File: config.mk
export PLATFORM = sky130hd
export DESIGN_NAME = fetch_unit_flat
export DESIGN_NICKNAME = d
export VERILOG_FILES = /design/src/rtl/fetch_unit_pkg.sv /design/src/rtl/tinymemif.sv /design/src/rtl/fetch_queue.sv /design/src/rtl/fetch_unit.sv /design/src/flat_wrapper.sv
export SDC_FILE = /design/constraint.sdc
export NUM_CORES = 1
export LEC_CHECK = 0
export BUFFER_PORTS_ARGS = -buffer_cell sky130_fd_sc_hd__buf_2
export CAP_MARGIN = 20
export CORE_MARGIN = 2
export CORE_UTILIZATION = 61
export DETAILED_ROUTE_END_ITERATION = 10
export GPL_TIMING_DRIVEN = 0
export PLACE_DENSITY = 0.86
export SLEW_MARGIN = 30
export SYNTH_ARGS = -nofsm -noshare
export SYNTH_HDL_FRONTEND = slang
export SYNTH_SLANG_ARGS = --single-unit
File: constraint.sdc
create_clock -name clk_i -period 6.3 [get_ports clk_i]
set_input_delay 1.89 -clock clk_i [delete_from_list [all_inputs] [get_ports clk_i]]
set_output_delay 1.89 -clock clk_i [all_outputs]
set_load 0.02 [all_outputs]
File: src/rtl/fetch_unit_pkg.sv
// Shared definitions for the instruction fetch unit: FSM states, memory
// access size encoding, the prefetch queue entry layout and the default
// reset fetch address.
package fetch_unit_pkg;

    localparam int unsigned XLEN = 32;

    localparam logic [XLEN-1:0] RESET_PC_DEFAULT = 32'h0001_0000;

    // Access size encoding carried on the memory port.
    typedef enum logic [1:0] {
        SIZE_BYTE = 2'd0,
        SIZE_HALF = 2'd1,
        SIZE_WORD = 2'd2
    } mem_size_t;

    // FETCH issues reads; DRAIN waits out a read orphaned by a redirect.
    typedef enum logic {
        FETCH = 1'b0,
        DRAIN = 1'b1
    } fetch_state_t;

    // One prefetched instruction and the address it came from.
    typedef struct packed {
        logic [XLEN-1:0] pc;
        logic [XLEN-1:0] instr;
    } fetch_entry_t;

    // Sequential successor of a word-aligned fetch address (wraps mod 2^32).
    function automatic logic [XLEN-1:0] next_pc(input logic [XLEN-1:0] pc);
        return pc + XLEN'(4);
    endfunction

endpackage

File: src/rtl/tinymemif.sv
// Simple single-port memory interface.
//   master: drives rd_addr/rd_enable/rd_size and the write side,
//           receives rd_data and busy.
//   slave : the memory side.
// A read completes in the cycle where rd_enable=1 and busy=0; rd_data is
// only meaningful in that cycle.
interface tinymemif;
    import fetch_unit_pkg::*;

    logic [XLEN-1:0] rd_addr;
    logic            rd_enable;
    mem_size_t       rd_size;
    logic [XLEN-1:0] rd_data;
    logic            busy;
    logic [XLEN-1:0] wr_addr;
    logic            wr_enable;
    logic [XLEN-1:0] wr_data;

    modport master (
        output rd_addr, rd_enable, rd_size, wr_addr, wr_enable, wr_data,
        input  rd_data, busy
    );

    modport slave (
        input  rd_addr, rd_enable, rd_size, wr_addr, wr_enable, wr_data,
        output rd_data, busy
    );

endinterface

File: src/rtl/fetch_queue.sv
// Synchronous FIFO of prefetched {pc, instr} entries.
//   clk_i, reset_ni : clock, synchronous active-low reset
//   push, wdata     : enqueue one entry (caller guarantees not full)
//   pop             : dequeue the head (caller guarantees not empty)
//   flush           : empty the queue, overrides push/pop
//   rdata           : head entry (undefined when count=0)
//   count           : number of valid entries, 0..DEPTH
module fetch_queue
    import fetch_unit_pkg::*;
#(
    parameter int unsigned DEPTH = 4
) (
    input  logic                     clk_i,
    input  logic                     reset_ni,
    input  logic                     push,
    input  logic                     pop,
    input  logic                     flush,
    input  fetch_entry_t             wdata,
    output fetch_entry_t             rdata,
    output logic [$clog2(DEPTH):0]   count
);

    localparam int unsigned PW = $clog2(DEPTH);
    localparam int unsigned CW = PW + 1;

    fetch_entry_t    mem_q [DEPTH];
    logic [PW-1:0]   wr_ptr_q;
    logic [PW-1:0]   rd_ptr_q;
    logic [CW-1:0]   count_q;

    // Storage array; not reset, contents qualified by count.
    always_ff @(posedge clk_i) begin
        if (push) begin
            mem_q[wr_ptr_q] <= wdata;
        end
    end

    // Pointers wrap naturally because DEPTH is a power of two.
    always_ff @(posedge clk_i) begin
        if (!reset_ni || flush) begin
            wr_ptr_q <= '0;
            rd_ptr_q <= '0;
            count_q  <= '0;
        end else begin
            if (push) begin
                wr_ptr_q <= wr_ptr_q + PW'(1);
            end
            if (pop) begin
                rd_ptr_q <= rd_ptr_q + PW'(1);
            end
            case ({push, pop})
                2'b10:   count_q <= count_q + CW'(1);
                2'b01:   count_q <= count_q - CW'(1);
                default: count_q <= count_q;
            endcase
        end
    end

    assign rdata = mem_q[rd_ptr_q];
    assign count = count_q;

endmodule

File: src/rtl/fetch_unit.sv
// Instruction prefetch unit: streams sequential words from memory into a
// small queue, presents the head with a valid/ready handshake and restarts
// on redirect.
//   clk_i, reset_ni      : clock, synchronous active-low reset
//   memif                : instruction read port (write side tied off)
//   redirect_i/_pc_i     : flush and restart fetch at a new word address
//   valid_o/ready_i      : head-of-queue handshake
//   instr_o, pc_o        : head instruction and its address (0 when empty)
module fetch_unit
    import fetch_unit_pkg::*;
#(
    parameter logic [31:0] RESET_PC = RESET_PC_DEFAULT,
    parameter int unsigned DEPTH    = 4
) (
    input  logic         clk_i,
    input  logic         reset_ni,
    tinymemif.master     memif,
    input  logic         redirect_i,
    input  logic [31:0]  redirect_pc_i,
    output logic         valid_o,
    input  logic         ready_i,
    output logic [31:0]  instr_o,
    output logic [31:0]  pc_o
);

    localparam int unsigned CW = $clog2(DEPTH) + 1;

    fetch_state_t  state_q, state_d;
    logic [31:0]   fetch_pc_q, fetch_pc_d;
    logic [31:0]   drain_pc_q, drain_pc_d;
    logic          rd_en_c;
    logic [31:0]   rd_addr_c;
    logic          push, pop, flush;
    logic [CW-1:0] count;
    logic          has_data, not_full;
    fetch_entry_t  head, entry_in;
    logic [31:0]   redirect_target;
    logic [1:0]    unused_redirect_lsb;

    assign redirect_target     = {redirect_pc_i[31:2], 2'b00};
    assign unused_redirect_lsb = redirect_pc_i[1:0];

    assign has_data = (count != '0);
    assign not_full = (count < CW'(DEPTH));
    assign entry_in = '{pc: fetch_pc_q, instr: memif.rd_data};

    // State and fetch address registers.
    always_ff @(posedge clk_i) begin
        if (!reset_ni) begin
            state_q    <= FETCH;
            fetch_pc_q <= RESET_PC;
            drain_pc_q <= RESET_PC;
        end else begin
            state_q    <= state_d;
            fetch_pc_q <= fetch_pc_d;
            drain_pc_q <= drain_pc_d;
        end
    end

    // Next-state, read request and queue control.
    always_comb begin
        state_d    = state_q;
        fetch_pc_d = fetch_pc_q;
        drain_pc_d = drain_pc_q;
        rd_en_c    = 1'b0;
        rd_addr_c  = fetch_pc_q;
        push       = 1'b0;
        pop        = 1'b0;
        flush      = 1'b0;

        case (state_q)
            FETCH: begin
                rd_en_c = not_full;
                if (redirect_i) begin
                    flush      = 1'b1;
                    fetch_pc_d = redirect_target;
                    // A stalled read cannot be withdrawn; park its address.
                    if (not_full && memif.busy) begin
                        state_d    = DRAIN;
                        drain_pc_d = fetch_pc_q;
                    end
                end else begin
                    pop = has_data && ready_i;
                    if (not_full && !memif.busy) begin
                        push       = 1'b1;
                        fetch_pc_d = next_pc(fetch_pc_q);
                    end
                end
            end
            DRAIN: begin
                // Hold the orphaned request until memory finishes; drop its data.
                rd_en_c   = 1'b1;
                rd_addr_c = drain_pc_q;
                if (!memif.busy) begin
                    state_d = FETCH;
                end
                if (redirect_i) begin
                    flush      = 1'b1;
                    fetch_pc_d = redirect_target;
                end else begin
                    pop = has_data && ready_i;
                end
            end
            default: begin
                state_d = FETCH;
            end
        endcase

        // Reset abandons any read in progress.
        if (!reset_ni) begin
            rd_en_c = 1'b0;
            push    = 1'b0;
            pop     = 1'b0;
        end
    end

    fetch_queue #(
        .DEPTH (DEPTH)
    ) u_queue (
        .clk_i    (clk_i),
        .reset_ni (reset_ni),
        .push     (push),
        .pop      (pop),
        .flush    (flush),
        .wdata    (entry_in),
        .rdata    (head),
        .count    (count)
    );

    assign memif.rd_enable = rd_en_c;
    assign memif.rd_addr   = rd_addr_c;
    assign memif.rd_size   = SIZE_WORD;
    assign memif.wr_enable = 1'b0;
    assign memif.wr_addr   = '0;
    assign memif.wr_data   = '0;

    assign valid_o = reset_ni && has_data;
    assign instr_o = valid_o ? head.instr : '0;
    assign pc_o    = valid_o ? head.pc    : '0;

endmodule

File: src/flat_wrapper.sv
// flat-port wrapper written by rule: the top's interface ports become plain ports
module fetch_unit_flat import fetch_unit_pkg::*;
#(
    parameter logic [31:0] RESET_PC = RESET_PC_DEFAULT,
    parameter int unsigned DEPTH    = 4
)
  (clk_i, reset_ni, redirect_i, redirect_pc_i, valid_o, ready_i, instr_o, pc_o, memif_rd_addr, memif_rd_enable, memif_rd_size, memif_wr_addr, memif_wr_enable, memif_wr_data, memif_rd_data, memif_busy);
  tinymemif memif_i ();
  input  logic clk_i;
  input  logic reset_ni;
  input  logic redirect_i;
  input  logic [31:0] redirect_pc_i;
  output logic valid_o;
  input  logic ready_i;
  output logic [31:0] instr_o;
  output logic [31:0] pc_o;
  output wire logic [$bits(memif_i.rd_addr)-1:0] memif_rd_addr;
  output wire logic [$bits(memif_i.rd_enable)-1:0] memif_rd_enable;
  output wire logic [$bits(memif_i.rd_size)-1:0] memif_rd_size;
  output wire logic [$bits(memif_i.wr_addr)-1:0] memif_wr_addr;
  output wire logic [$bits(memif_i.wr_enable)-1:0] memif_wr_enable;
  output wire logic [$bits(memif_i.wr_data)-1:0] memif_wr_data;
  input wire logic [$bits(memif_i.rd_data)-1:0] memif_rd_data;
  input wire logic [$bits(memif_i.busy)-1:0] memif_busy;
  assign memif_rd_addr = memif_i.rd_addr;
  assign memif_rd_enable = memif_i.rd_enable;
  assign memif_rd_size = memif_i.rd_size;
  assign memif_wr_addr = memif_i.wr_addr;
  assign memif_wr_enable = memif_i.wr_enable;
  assign memif_wr_data = memif_i.wr_data;
  assign memif_i.rd_data = memif_rd_data;
  assign memif_i.busy = memif_busy;
  fetch_unit #(.RESET_PC(RESET_PC), .DEPTH(DEPTH)) u_core (.clk_i(clk_i), .reset_ni(reset_ni), .memif(memif_i), .redirect_i(redirect_i), .redirect_pc_i(redirect_pc_i), .valid_o(valid_o), .ready_i(ready_i), .instr_o(instr_o), .pc_o(pc_o));
endmodule
# [Word level (Yosys, flattened, before mapping)]
# Memory sizes are Yosys's and may differ from the RTL's. A register that Yosys moved wholly into a read port is not among the register bits.
# Cells that the tools add are included.
[totals] register_bits=72 mem_bits_rw=256 output_inout_bits=165 n_memories=1
[mem_list] memory="u_core.u_queue.mem_q" depth=4 width=64 read_ports=1 rd_ports_with_merged_regs=1 write_ports=1 line_no="fetch_queue.sv:26" text="fetch_entry_t mem_q [DEPTH];"
[classes] addsub=5 magnitude_cmp=1 n_eq_ne=4 muxes=25 n_bitwise=1 n_reduce_logical=11
[ops] cell="$mux 32" n=6
[ops] cell="$pmux 32 s2" n=1
[ops] cell="$add 32x3->32 const B" n=1
[ops] cell="$mux 1" n=13
[ops] cell="$pmux 3 s2" n=1
[ops] cell="$add 2x1->2 const B" n=2
[ops] cell="$logic_and 1x1->1" n=4
[ops] cell="$mux 2" n=2
[ops] cell="$pmux 1 s2" n=2
[ops] cell="$add 3x1->3 const B" n=1
[ops] cell="$lt 3x3->1 const B" n=1
[ops] cell="$ne 3x2->1 const B" n=1
[ops] cell="$reduce_and 3->1" n=1
[ops] cell="$reduce_bool 3->1" n=1
[ops] cell="$sub 3x1->3 const B" n=1
[ops] cell="$eq 2x1->1 const B" n=1
[ops] cell="$eq 2x2->1 const B" n=1
[ops] cell="$logic_not 1->1" n=2
[ops] cell="$ne 2x2->1 const B" n=1
[ops] cell="$reduce_and 2->1" n=1
[ops] cell="$reduce_bool 2->1" n=1
[ops] cell="$logic_or 1x1->1" n=1
[ops] cell="$not 1->1" n=1

# [Logic depth before layout (Yosys ltp)]
[depth] ltp_word=8 ltp_mapped=9

# [By module]
# A second synthesis with hierarchy kept.
[unflattened] cells_unflattened=920 hier_area_um2=13883.3
[by_module_without_submodules] mod="fetch_queue" instances=1 cells_per_inst=380 area_each_um2=9739.3
[by_module_without_submodules] mod="fetch_unit" instances=1 cells_per_inst=540 area_each_um2=4144.0

# [Least setup slack after synthesis]
# OpenSTA, ideal clock, no wires.
[synth_path] path_type="input to output" startpoint="in reset_ni" endpoint="out instr_o[31]" arrival_time_ns=2.626 required_time_ns=4.410 setup_slack_ns=1.784 stages=3 n_path_buf=2 cell_sequence="clkbuf_1 -> clkbuf_1 -> and3_1"
[synth_via] elab_chain_len=2
[synth_rtl] element="start: declaration" line_no="flat_wrapper.sv:10" text="input logic reset_ni;"
[synth_rtl] element="$logic_and 1x1->1" line_no="fetch_unit.sv:137" text="assign valid_o = reset_ni && has_data;"
[synth_rtl] element="$mux 32" line_no="fetch_unit.sv:138" text="assign instr_o = valid_o ? head.instr : '0;"
[synth_rtl] element="end: declaration" line_no="flat_wrapper.sv:15" text="output logic [31:0] instr_o;"
# No other way between the ends.

# [Worst setup path in the final report]
# Same ends and word-level chain as after synthesis.

==> metrics.cfg <==
[run_status]
status = completed

[yosys]
ys_warn_count = 0
synth_xor_area_share_pct = 0.642
synth_edf_count = 248
synthMuxAreaShare_pct = 12.5
synth_fa_ha_area_share_pct = 0.697
synth_top_family_by_area = multiplexers
synth_cell_types = 55
ys_seq_elements = 318
synthCells = 955
synth_compound_area_share_pct = 5.28
ys_async_sr_fraction_pct = 0
synth-main-ff-cell = edfxtp_1
synth_seq_area_share_pct = 64.8
synthSimpleGateAreaFrac_pct = 9.85
avgSynthCellArea_um2 = 14.3
synth_area_mm2 = 0.0136

[sta]
rsz0062_at_grt = false
final.setup.tns_ns = 0
skew_ns = 0.0191
setup_violations = 0
max_freq_mhz = 177
fin_crit_sh_pct = 89.6
post-route-min-period_ns = 5.64
worst_slew_pin_slew_ns = 0.918
drv_slew = 0
hold_viol = 0
slew_headroom_pct = 38.8

[floorplanning]
die-area_mm2 = 0.0236
rows = 54
core_mm2 = 0.0219
boundaryPins = 234
start_util_pct = 62.3
die_h_um = 154
dieWidth_um = 154

[clock_tree]
clkSinkCount = 318
cts_hold_buf = 0
htreeDepth = 1
cts_tree = yes
clkTransAtPathRegs_ns = 0.06
postCtsSetupRepairBufs = 0
cts_buffer_depth = 3
insertion_delay_ns = 0.58
clockRootBuffer = clkbuf_16
cts_made_buffers = 30
cts_resized = 0

[power_and_ir_drop]
p_per_area_mw_per_mm2 = 277
ir_drop_mv = 0.210
leakage_nw = 6.21
p_total_w = 0.00448

[worst_setup_path]
critPathMaxFanout = 10
critPathArrivalTime_ns = 3.75
crit_required_ns = 4.41
critPathKind = in -> out
start_kind = primary input
setup.worst_path.end_class = output port

[place]
dp_hpwl_um = 22100
port_buffers = 160
gp_congestion = 0.967

[grt]
first_global_vias = 9016
grtUsageTotal_pct = 28.3
antenna_found_initial = 1
grt_start_max_net_pins = 41
grt_pass1_wl_um = 51600
grt_overflow = 0

[drt]
vias_per_cell = 5.99
wl_per_cell_um = 22.2
first_pass_iters = 6
vias = 9132
totalWireLength_um = 33900
initialDrtViolationCount = 815
postRouteAntennaNets = 0
drc = 0

[final_layout]
layout.nets = 1296
seqCellArea_mm2 = 0.00885
area_growth_pct = 18.5
fillCellCount = 1399
multiInputGateArea_mm2 = 0.00424
layout-drive-gt1-share_pct = 31.4

[run]
maxCapViolations = 0

[worst_hold_path]
hold_class = reg -> reg

## worst max-delay path, cell delays in order
cell and delay [ns]:
buf_2 0.14, clkbuf_1 0.71, clkbuf_1 0.56, and3_1 0.26, buf_2 0.18
## metal layers
| layer | share of wire (%) | global-route usage, % | up-vias |
|---|---|---|---|
| met4 | 3.7 | 10.3 | 0 |
| met2 | 50 | 47.2 | 592 |
| li1 | - | - | 4025 |
| met3 | 10 | 4.96 | 94 |
| met5 | 0 | 0 | - |
| met1 | 37 | 37.9 | 4421 |
## synth_stat cells, types with 2 or more instances
cell / number / area (um2)
mux4_2: 62 / 1400
xnor2_1: 7 / 61.3
nor2b_1: 2 / 12.5
nor2_1: 31 / 116
a22oi_1: 7 / 52.6
a22o_1: 3 / 26.3
nand4_1: 14 / 87.6
o211ai_1: 3 / 22.5
o31a_1: 3 / 26.3
a311oi_1: 2 / 17.5
dfxtp_1: 70 / 1400
o221a_2: 2 / 22.5
or4_1: 3 / 22.5
nor4_1: 6 / 37.5
o22ai_1: 3 / 18.8
a211oi_1: 4 / 30.0
buf_4: 72 / 541
buf_2: 8 / 40.0
or2_2: 2 / 12.5
edfxtp_1: 248 / 7450
buf_1: 3 / 11.3
a31oi_1: 8 / 50.1
ha_1: 6 / 75.1
o21ai_0: 27 / 135
or3_1: 2 / 12.5
inv_1: 11 / 41.3
nor3_1: 7 / 35.0
and3_1: 75 / 469
nor4_2: 2 / 25.0
a21oi_1: 49 / 245
clkbuf_1: 51 / 191
xor2_1: 3 / 26.3
nand3_1: 12 / 60.1
mux2_2: 27 / 304
and4_1: 2 / 17.5
nand2_1: 96 / 360
conb_1: 2 / 7.51
o31ai_1: 2 / 15.0
or3_2: 2 / 15.0
## cell usage in the layout (no fill, tap or decap), types with 6 or more instances in the layout
cell / count
mux2_2: 27
dfxtp_1: 70
buf_2: 168
xnor2_1: 7
a22oi_1: 7
inv_1: 11
nor2_1: 31
a31oi_1: 8
ha_1: 6
a21oi_1: 49
nor3_1: 7
conb_1: 71
buf_4: 72
clkbuf_16: 33
and3_1: 71
o21ai_0: 27
nor4_1: 6
edfxtp_1: 248
nand3_1: 12
nand2_1: 96
mux4_2: 62
nand4_1: 14
clkbuf_1: 56
clkinv_1: 11
## stage by stage
stage	std cells	worst slack (ns)	util (%)	hold slack (ns)	instance area [um2]
2_1_floorplan	1024	1.78	-	0.433	13900
3_3_place_gp	1464	0.652	68.8	0.437	15100
3_5_place_dp	1468	0.730	69.3	0.447	15200
6_report	1525	0.655	73.9	0.454	16200
5_1_grt	1525	0.577	73.9	0.469	16200
4_1_cts	1524	0.695	73.8	0.455	16200
## area by class of cell
cell class	count	share of cell area, %
clock inverter	18	0.960
clock buffer	38	5.22
multi-input combinational	559	26.3
antenna	1	0.0155
timing repair buffer	164	5.49
sequential	318	54.7
tap	280	2.17
inverter	12	0.279
buffer	135	4.88
## power by group
| group | internal [W] | switching (W) |
|---|---|---|
| clock | 0.00103 | 0.000782 |
| combinational | 0.000119 | 0.000201 |
| sequential | 0.00230 | 0.0000495 |
| total | 0.00345 | 0.00103 |
## sequential cells by signal, summed over array words and instances, names as in the netlist, named ones only
signal / flops
u_core.state_q: 1
u_core.u_queue.count: 3
u_core.fetch_pc_q: 30
u_core.drain_pc_q: 30
u_core.u_queue.rd_ptr_q: 2
u_core.u_queue.wr_ptr_q: 2
u_core.u_queue.mem_q: 248
## worst paths after layout
kind,from,to,slack (ns),cells past startpoint
min,u_core.drain_pc_q[18]$_SDFFE_PN0P_,u_core.drain_pc_q[18]$_SDFFE_PN0P_,0.45,2
max,reset_ni,instr_o[31],0.66,5
min reg2reg,u_core.drain_pc_q[18]$_SDFFE_PN0P_,u_core.drain_pc_q[18]$_SDFFE_PN0P_,0.45,2
max reg2reg,u_core.u_queue.count[2]$_SDFFE_PP0P_,u_core.u_queue.count[2]$_SDFFE_PP0P_,3.09,9
## cell families (layout without fill, tap and decap cells)
kind of cell	after synthesis	in the layout
adder cells (fa/ha/maj)	7	7
other	2	72
buffers and inverters	147	367
AND/OR/NAND/NOR	261	261
multiplexers	90	90
AO/OA/AOI/OAI	120	120
flip-flops	318	318
XOR/XNOR	10	10
No activity file was read; power rests on OpenSTA's default activity.
